File: config.mk
export PLATFORM = sky130hd
export DESIGN_NAME = sdram_arbiter_flat
export DESIGN_NICKNAME = d
export VERILOG_FILES = /design/src/rtl/sdram_arbiter_if.sv /design/src/rtl/sdram_arbiter.sv /design/src/flat_wrapper.sv
export SDC_FILE = /design/constraint.sdc
export NUM_CORES = 1
export LEC_CHECK = 0
export CELL_PAD_IN_SITES_DETAIL_PLACEMENT = 0
export CELL_PAD_IN_SITES_GLOBAL_PLACEMENT = 1
export CORE_UTILIZATION = 30
export CTS_BUF_LIST = sky130_fd_sc_hd__clkbuf_8
export DETAILED_ROUTE_END_ITERATION = 16
export PLACE_DENSITY = 0.65
export SLEW_MARGIN = 20
export SYNTH_ARGS = -nofsm -noshare
export SYNTH_HDL_FRONTEND = slang
export SYNTH_SLANG_ARGS = --single-unit
File: constraint.sdc
create_clock -name iclk -period 6.46 [get_ports iclk]
set_clock_uncertainty 0.1 [all_clocks]
set_input_delay 1.292 -clock iclk [delete_from_list [all_inputs] [get_ports iclk]]
set_output_delay 1.292 -clock iclk [all_outputs]
set_load 0.005 [all_outputs]
File: src/rtl/sdram_arbiter_if.sv
// Handshake bundle between the SDRAM arbiter, its clients
// and the init/refresh/read/write engines.
interface sdram_arbiter_if;
  logic ird_req;
  logic iwr_req;
  logic ord_done;
  logic owr_done;
  logic oinit_done;
  logic oerr;
  logic oreq_init;
  logic oenb_init;
  logic ifin_init;
  logic oreq_ref;
  logic oenb_ref;
  logic ifin_ref;
  logic oreq_rd;
  logic oenb_rd;
  logic ifin_rd;
  logic oreq_wr;
  logic oenb_wr;
  logic ifin_wr;

  modport master (
    input  ird_req, iwr_req,
    input  ifin_init, ifin_ref,
    input  ifin_rd, ifin_wr,
    output ord_done, owr_done,
    output oinit_done, oerr,
    output oreq_init, oenb_init,
    output oreq_ref, oenb_ref,
    output oreq_rd, oenb_rd,
    output oreq_wr, oenb_wr
  );

  modport slave (
    output ird_req, iwr_req,
    output ifin_init, ifin_ref,
    output ifin_rd, ifin_wr,
    input  ord_done, owr_done,
    input  oinit_done, oerr,
    input  oreq_init, oenb_init,
    input  oreq_ref, oenb_ref,
    input  oreq_rd, oenb_rd,
    input  oreq_wr, oenb_wr
  );
endinterface

File: src/rtl/sdram_arbiter.sv
// SDRAM sequencer: power-up wait, init, periodic refresh
// and round-robin client access to the read/write engines.
module sdram_arbiter #(
  parameter int INIT_WAIT        = 10000,
  parameter int REFRESH_INTERVAL = 780,
  parameter int TIMEOUT          = 1023,
  parameter int CTR_WIDTH        = 16
) (
  input logic             iclk,
  input logic             ireset,
  sdram_arbiter_if.master bus
);

  typedef enum logic [2:0] {
    PWR_WAIT,
    INIT,
    IDLE,
    REFRESH,
    READ,
    WRITE
  } state_t;

  localparam logic [CTR_WIDTH-1:0] WAIT_LAST =
    CTR_WIDTH'(INIT_WAIT - 1);
  localparam logic [CTR_WIDTH-1:0] REF_LAST =
    CTR_WIDTH'(REFRESH_INTERVAL - 1);
  localparam logic [CTR_WIDTH-1:0] WDOG_LAST =
    CTR_WIDTH'(TIMEOUT - 1);

  state_t               state;
  logic [CTR_WIDTH-1:0] wait_ctr;
  logic [CTR_WIDTH-1:0] ref_ctr;
  logic [CTR_WIDTH-1:0] wdog;
  logic                 ref_pending;
  logic                 last_wr;

  logic fin;
  logic ref_wrap;
  logic ref_take;
  logic wdog_hit;
  logic pick_rd;
  logic pick_wr;

  // Only the granted engine's finish is honoured.
  always_comb begin
    fin = 1'b0;
    unique case (state)
      INIT:    fin = bus.ifin_init;
      REFRESH: fin = bus.ifin_ref;
      READ:    fin = bus.ifin_rd;
      WRITE:   fin = bus.ifin_wr;
      default: fin = 1'b0;
    endcase
  end

  always_comb begin
    ref_wrap = bus.oinit_done &&
               (ref_ctr == REF_LAST);
    ref_take = (state == IDLE) && ref_pending;
    wdog_hit = (wdog == WDOG_LAST);
    pick_rd  = bus.ird_req &&
               (!bus.iwr_req || last_wr);
    pick_wr  = bus.iwr_req &&
               (!bus.ird_req || !last_wr);
  end

  always_ff @(posedge iclk) begin
    if (ireset) begin
      state          <= PWR_WAIT;
      wait_ctr       <= '0;
      ref_ctr        <= '0;
      wdog           <= '0;
      ref_pending    <= 1'b0;
      last_wr        <= 1'b1;
      bus.ord_done   <= 1'b0;
      bus.owr_done   <= 1'b0;
      bus.oinit_done <= 1'b0;
      bus.oerr       <= 1'b0;
      bus.oreq_init  <= 1'b0;
      bus.oenb_init  <= 1'b0;
      bus.oreq_ref   <= 1'b0;
      bus.oenb_ref   <= 1'b0;
      bus.oreq_rd    <= 1'b0;
      bus.oenb_rd    <= 1'b0;
      bus.oreq_wr    <= 1'b0;
      bus.oenb_wr    <= 1'b0;
    end else begin
      bus.oreq_init <= 1'b0;
      bus.oreq_ref  <= 1'b0;
      bus.oreq_rd   <= 1'b0;
      bus.oreq_wr   <= 1'b0;
      bus.ord_done  <= 1'b0;
      bus.owr_done  <= 1'b0;
      wdog          <= wdog + 1'b1;

      if (ref_wrap)
        ref_ctr <= '0;
      else if (bus.oinit_done)
        ref_ctr <= ref_ctr + 1'b1;

      // A wrap coinciding with the take starts a new period.
      if (ref_wrap) begin
        ref_pending <= 1'b1;
        if (ref_pending && !ref_take)
          bus.oerr <= 1'b1;
      end else if (ref_take) begin
        ref_pending <= 1'b0;
      end

      unique case (state)
        PWR_WAIT: begin
          if (wait_ctr == WAIT_LAST) begin
            state         <= INIT;
            wait_ctr      <= '0;
            wdog          <= '0;
            bus.oreq_init <= 1'b1;
            bus.oenb_init <= 1'b1;
          end else begin
            wait_ctr <= wait_ctr + 1'b1;
          end
        end
        INIT: begin
          if (fin) begin
            state          <= IDLE;
            bus.oenb_init  <= 1'b0;
            bus.oinit_done <= 1'b1;
          end else if (wdog_hit) begin
            state         <= PWR_WAIT;
            bus.oenb_init <= 1'b0;
            bus.oerr      <= 1'b1;
          end
        end
        IDLE: begin
          wdog <= '0;
          if (ref_pending) begin
            state        <= REFRESH;
            bus.oreq_ref <= 1'b1;
            bus.oenb_ref <= 1'b1;
          end else if (pick_rd) begin
            state       <= READ;
            last_wr     <= 1'b0;
            bus.oreq_rd <= 1'b1;
            bus.oenb_rd <= 1'b1;
          end else if (pick_wr) begin
            state       <= WRITE;
            last_wr     <= 1'b1;
            bus.oreq_wr <= 1'b1;
            bus.oenb_wr <= 1'b1;
          end
        end
        REFRESH: begin
          if (fin || wdog_hit) begin
            state        <= IDLE;
            bus.oenb_ref <= 1'b0;
            if (!fin)
              bus.oerr <= 1'b1;
          end
        end
        READ: begin
          if (fin || wdog_hit) begin
            state        <= IDLE;
            bus.oenb_rd  <= 1'b0;
            bus.ord_done <= fin;
            if (!fin)
              bus.oerr <= 1'b1;
          end
        end
        WRITE: begin
          if (fin || wdog_hit) begin
            state        <= IDLE;
            bus.oenb_wr  <= 1'b0;
            bus.owr_done <= fin;
            if (!fin)
              bus.oerr <= 1'b1;
          end
        end
        default: state <= PWR_WAIT;
      endcase
    end
  end

endmodule
File: src/flat_wrapper.sv
// flat-port wrapper written by rule: the top's interface ports become plain ports
module sdram_arbiter_flat 
#(
  parameter int INIT_WAIT        = 10000,
  parameter int REFRESH_INTERVAL = 780,
  parameter int TIMEOUT          = 1023,
  parameter int CTR_WIDTH        = 16
)
  (iclk, ireset, bus_ird_req, bus_iwr_req, bus_ifin_init, bus_ifin_ref, bus_ifin_rd, bus_ifin_wr, bus_ord_done, bus_owr_done, bus_oinit_done, bus_oerr, bus_oreq_init, bus_oenb_init, bus_oreq_ref, bus_oenb_ref, bus_oreq_rd, bus_oenb_rd, bus_oreq_wr, bus_oenb_wr);
  sdram_arbiter_if bus_i ();
  input logic iclk;
  input logic ireset;
  input wire logic [$bits(bus_i.ird_req)-1:0] bus_ird_req;
  input wire logic [$bits(bus_i.iwr_req)-1:0] bus_iwr_req;
  input wire logic [$bits(bus_i.ifin_init)-1:0] bus_ifin_init;
  input wire logic [$bits(bus_i.ifin_ref)-1:0] bus_ifin_ref;
  input wire logic [$bits(bus_i.ifin_rd)-1:0] bus_ifin_rd;
  input wire logic [$bits(bus_i.ifin_wr)-1:0] bus_ifin_wr;
  output wire logic [$bits(bus_i.ord_done)-1:0] bus_ord_done;
  output wire logic [$bits(bus_i.owr_done)-1:0] bus_owr_done;
  output wire logic [$bits(bus_i.oinit_done)-1:0] bus_oinit_done;
  output wire logic [$bits(bus_i.oerr)-1:0] bus_oerr;
  output wire logic [$bits(bus_i.oreq_init)-1:0] bus_oreq_init;
  output wire logic [$bits(bus_i.oenb_init)-1:0] bus_oenb_init;
  output wire logic [$bits(bus_i.oreq_ref)-1:0] bus_oreq_ref;
  output wire logic [$bits(bus_i.oenb_ref)-1:0] bus_oenb_ref;
  output wire logic [$bits(bus_i.oreq_rd)-1:0] bus_oreq_rd;
  output wire logic [$bits(bus_i.oenb_rd)-1:0] bus_oenb_rd;
  output wire logic [$bits(bus_i.oreq_wr)-1:0] bus_oreq_wr;
  output wire logic [$bits(bus_i.oenb_wr)-1:0] bus_oenb_wr;
  assign bus_i.ird_req = bus_ird_req;
  assign bus_i.iwr_req = bus_iwr_req;
  assign bus_i.ifin_init = bus_ifin_init;
  assign bus_i.ifin_ref = bus_ifin_ref;
  assign bus_i.ifin_rd = bus_ifin_rd;
  assign bus_i.ifin_wr = bus_ifin_wr;
  assign bus_ord_done = bus_i.ord_done;
  assign bus_owr_done = bus_i.owr_done;
  assign bus_oinit_done = bus_i.oinit_done;
  assign bus_oerr = bus_i.oerr;
  assign bus_oreq_init = bus_i.oreq_init;
  assign bus_oenb_init = bus_i.oenb_init;
  assign bus_oreq_ref = bus_i.oreq_ref;
  assign bus_oenb_ref = bus_i.oenb_ref;
  assign bus_oreq_rd = bus_i.oreq_rd;
  assign bus_oenb_rd = bus_i.oenb_rd;
  assign bus_oreq_wr = bus_i.oreq_wr;
  assign bus_oenb_wr = bus_i.oenb_wr;
  sdram_arbiter #(.INIT_WAIT(INIT_WAIT), .REFRESH_INTERVAL(REFRESH_INTERVAL), .TIMEOUT(TIMEOUT), .CTR_WIDTH(CTR_WIDTH)) u_core (.iclk(iclk), .ireset(ireset), .bus(bus_i));
endmodule
==> reports/qor.txt <==
Status - completed
Routed Wire Length - 5851 um
Asr flop ratio synth - 0%
P per Cell Area - 287.9 nW/um2
Critical hold path startpoint - u_core.bus.oenb_init
Total power - 0.9842 mW
Period minus WS final - 2870 ps
Nets - 366
Critical Path Max Stage Delay - 580 ps
Worst EP required - 5070 ps
Largest net degree at the start of global routing - 28
Setup CP Type - register to primary output
Crit start category - register
Setup ws final - 3590 ps
Vias - 2264
Share of cells above drive strength 1 - 7.821%
Vias per cell - 4.649
I/O pin count - 20
Syn Inst Count - 337
Seq/Total Area, Yosys - 44.26%
Finish-stage setup viols - 0
CTS tree - built
Placed cell areas - 3224 um2
Die H - 101 um
Clock Pin Slew Worst Setup and Hold Paths - 80 ps
Die Span X - 101 um
Yosys top cell by area - dfxtp_1
Ys flop type - dfxtp_1
Internal - 0.6850 mW
CTS Buf Count - 9
Post-synth EDFFs - 0
Clk_lat worst skew - 350 ps
N_diodes - 0
Total gr overflow - 0
Full die area - 10200 um2
Yosys cell types - 51
Peak supply drop - 90.05 uV
Setup_tns - 0 ps
Fin. Hold Viols - 0
Net load switching power - 0.2992 mW
Crit Path Max Fanout - 9
# fillers - 980
Initial DRC Count - 56
Pre-CTS setup slack - 3530 ps
First-pass GRT wire length - 10390 um
Core Area - 9371 um2
Setup crit end kind - primary output
WHS - 366.3 ps
Final worst path period share - 44.42%
Switch share - 30.40%
Row cnt - 35
Synthesis-stage register bit count - 65
Critical-path cell list - clkdlybuf4s50_1
Initial antenna violation count - 0
RSZ-0062 raised after global routing - false
Crit Reg-Reg Startpoint - u_core.wait_ctr[0]
I/O Buffers - 19
Max_cap viols - 0
GPL Wtd Cong - 0.7370
CP max-delay cell - clkdlybuf4s50_1
Post-CTS Resized - 0
Synthesized Nets - 349
Hold_buf cts - 0
Actual slew at the worst max-slew pin - 919.8 ps
WL per Instance - 12.01 um
Post-CTS Setup Bufs - 0
Initial core utilization - 31.38%
Pleak - 1.153 nW
Worst min path class - register to register
WP buf/inv - 1
Finished Layout Cells - 487
Drt first pass iters - 4
Slew Limit Fails - 0
Final core utilization - 36.48%
Max-slew headroom - 38.12%
Clock sinks - 65
Synth warn - 0
Crit path launch - u_core.bus.oinit_done
Layout area overhead - 16.26%
DP HPWL - 4103 um
CTS H-tree depth - 3
DRC violations left - 0
Logic pwr share - 17.4%
Clk buf depth - 2
Clk root buf - clkbuf_8
Synth top area share - 44.26%
Flop pwr share - 47.6%
Synth Cell Area - 2940 um2
CP delay by family, top - buffers and inverters
Syn Area/Cell - 8.725 um2
Final instance area - 3418 um2
Vias in the first global route - 2288
Global-route usage over all layers - 13.08%
FMAX - 0.3485 GHz
CP arrival - 1480 ps
Antenna viol nets, final - 0
Synth top area cells - dfxtp_1, nor2_1, xor2_1
Placed Instances - 472
Clk pwr share - 35.0%
[synthesized netlist by cell type, types with 2 or more instances]
cell and count:
nand4_1 11, nand4b_1 2, nor4_1 3, a221oi_2 2, a21oi_1 12, nand2_1 25
nand3_1 18, nor3b_1 3, a21o_1 2, xor2_1 26, o21ai_0 4, mux2i_1 3
xnor2_1 15, and4_1 5, nand2b_1 3, inv_1 11, buf_2 3, or4_4 2
a221oi_1 2, or3_1 2, buf_4 3, nor3_1 12, and3_1 3, ha_1 4
nor4b_1 2, nor2_1 61, clkbuf_1 7, a31oi_1 3, dfxtp_1 65, or2_2 2
[layout make-up]
class | count | area, um2 | area share [%]
multi-input combinational | 247 | 1523 | 44.55
clock buffer | 10 | 137.6 | 4.026
timing repair buffer | 20 | 197.7 | 5.783
sequential | 65 | 1301 | 38.07
clock inverter | 5 | 56.30 | 1.647
inverter | 11 | 41.29 | 1.208
tap | 129 | 161.4 | 4.722
[state kept, by name (all words and copies together), names as in the netlist]
| signal | flops |
|---|---|
| u_core.ref_ctr | 16 |
| u_core.wait_ctr | 16 |
| u_core.wdog | 16 |
| u_core.state | 3 |
| u_core.bus.oenb_init | 1 |
| u_core.bus.oenb_rd | 1 |
| u_core.bus.oenb_ref | 1 |
| u_core.bus.oenb_wr | 1 |
| u_core.bus.oerr | 1 |
| u_core.bus.oinit_done | 1 |
| u_core.bus.ord_done | 1 |
| u_core.bus.oreq_init | 1 |
| u_core.bus.oreq_rd | 1 |
| u_core.bus.oreq_ref | 1 |
| u_core.bus.oreq_wr | 1 |
| u_core.bus.owr_done | 1 |
| u_core.last_wr | 1 |
| u_core.ref_pending | 1 |
[power by group through the flow]
stage	clock (mW)	sequential (mW)	combinational [mW]
after floorplan	0	0.455	0.153
after global placement	0	0.478	0.174
after detailed placement	0	0.478	0.173
after CTS	0.355	0.469	0.173
after global routing	0.374	0.475	0.194
final	0.344	0.469	0.171
[worst paths after layout]
check | endpoint | cells after the start | slack (ps)
setup reg to reg | u_core.wdog[4] | 6 | 3980
setup / recovery | bus_oinit_done | 1 | 3590
hold reg to reg | u_core.bus.oenb_init | 2 | 370
hold / removal | u_core.bus.oenb_init | 2 | 370
[cell usage in the layout, fill, tap and decap left out, drive strengths merged, types with 4 or more instances in the layout]
cell	count
a21oi	12
nor3	13
ha	4
and4	6
inv	11
nand2	25
xor2	26
xnor2	15
o21ai	5
dfxtp	65
a221oi	4
nand4	11
nor4	5
nor2	62
clkdlybuf4s50	19
clkbuf	10
nand3	18
[cells by family (layout without fill, tap and decap cells)]
logic type	after synthesis	in the layout	synth area share, %
buffers and inverters	25	46	3.957
adder cells (fa/ha/maj)	4	4	1.702
multiplexers	3	3	1.021
flip-flops	65	65	44.26
AO/OA/AOI/OAI	34	34	7.830
AND/OR/NAND/NOR	165	165	29.02
XOR/XNOR	41	41	12.21
[layer usage]
layer | vias to the layer above | wire [um] | track usage, % | part of all wire (%)
li1 | 1194 | - | - | -
met1 | 1034 | 2996 | 16.17 | 51
met2 | 26 | 2588 | 21.18 | 44
met3 | 10 | 124 | 2.705 | 2.1
met4 | 0 | 140 | 7.358 | 2.4
met5 | - | 0 | 0 | 0
[tightest hold or removal path: cells and delay by family, from the launching register on]
family          cells  cell delay (ps)
flops               1              310
buf+inv             1               60
compound gates      1               50
Power figures use the tool's default switching activity.
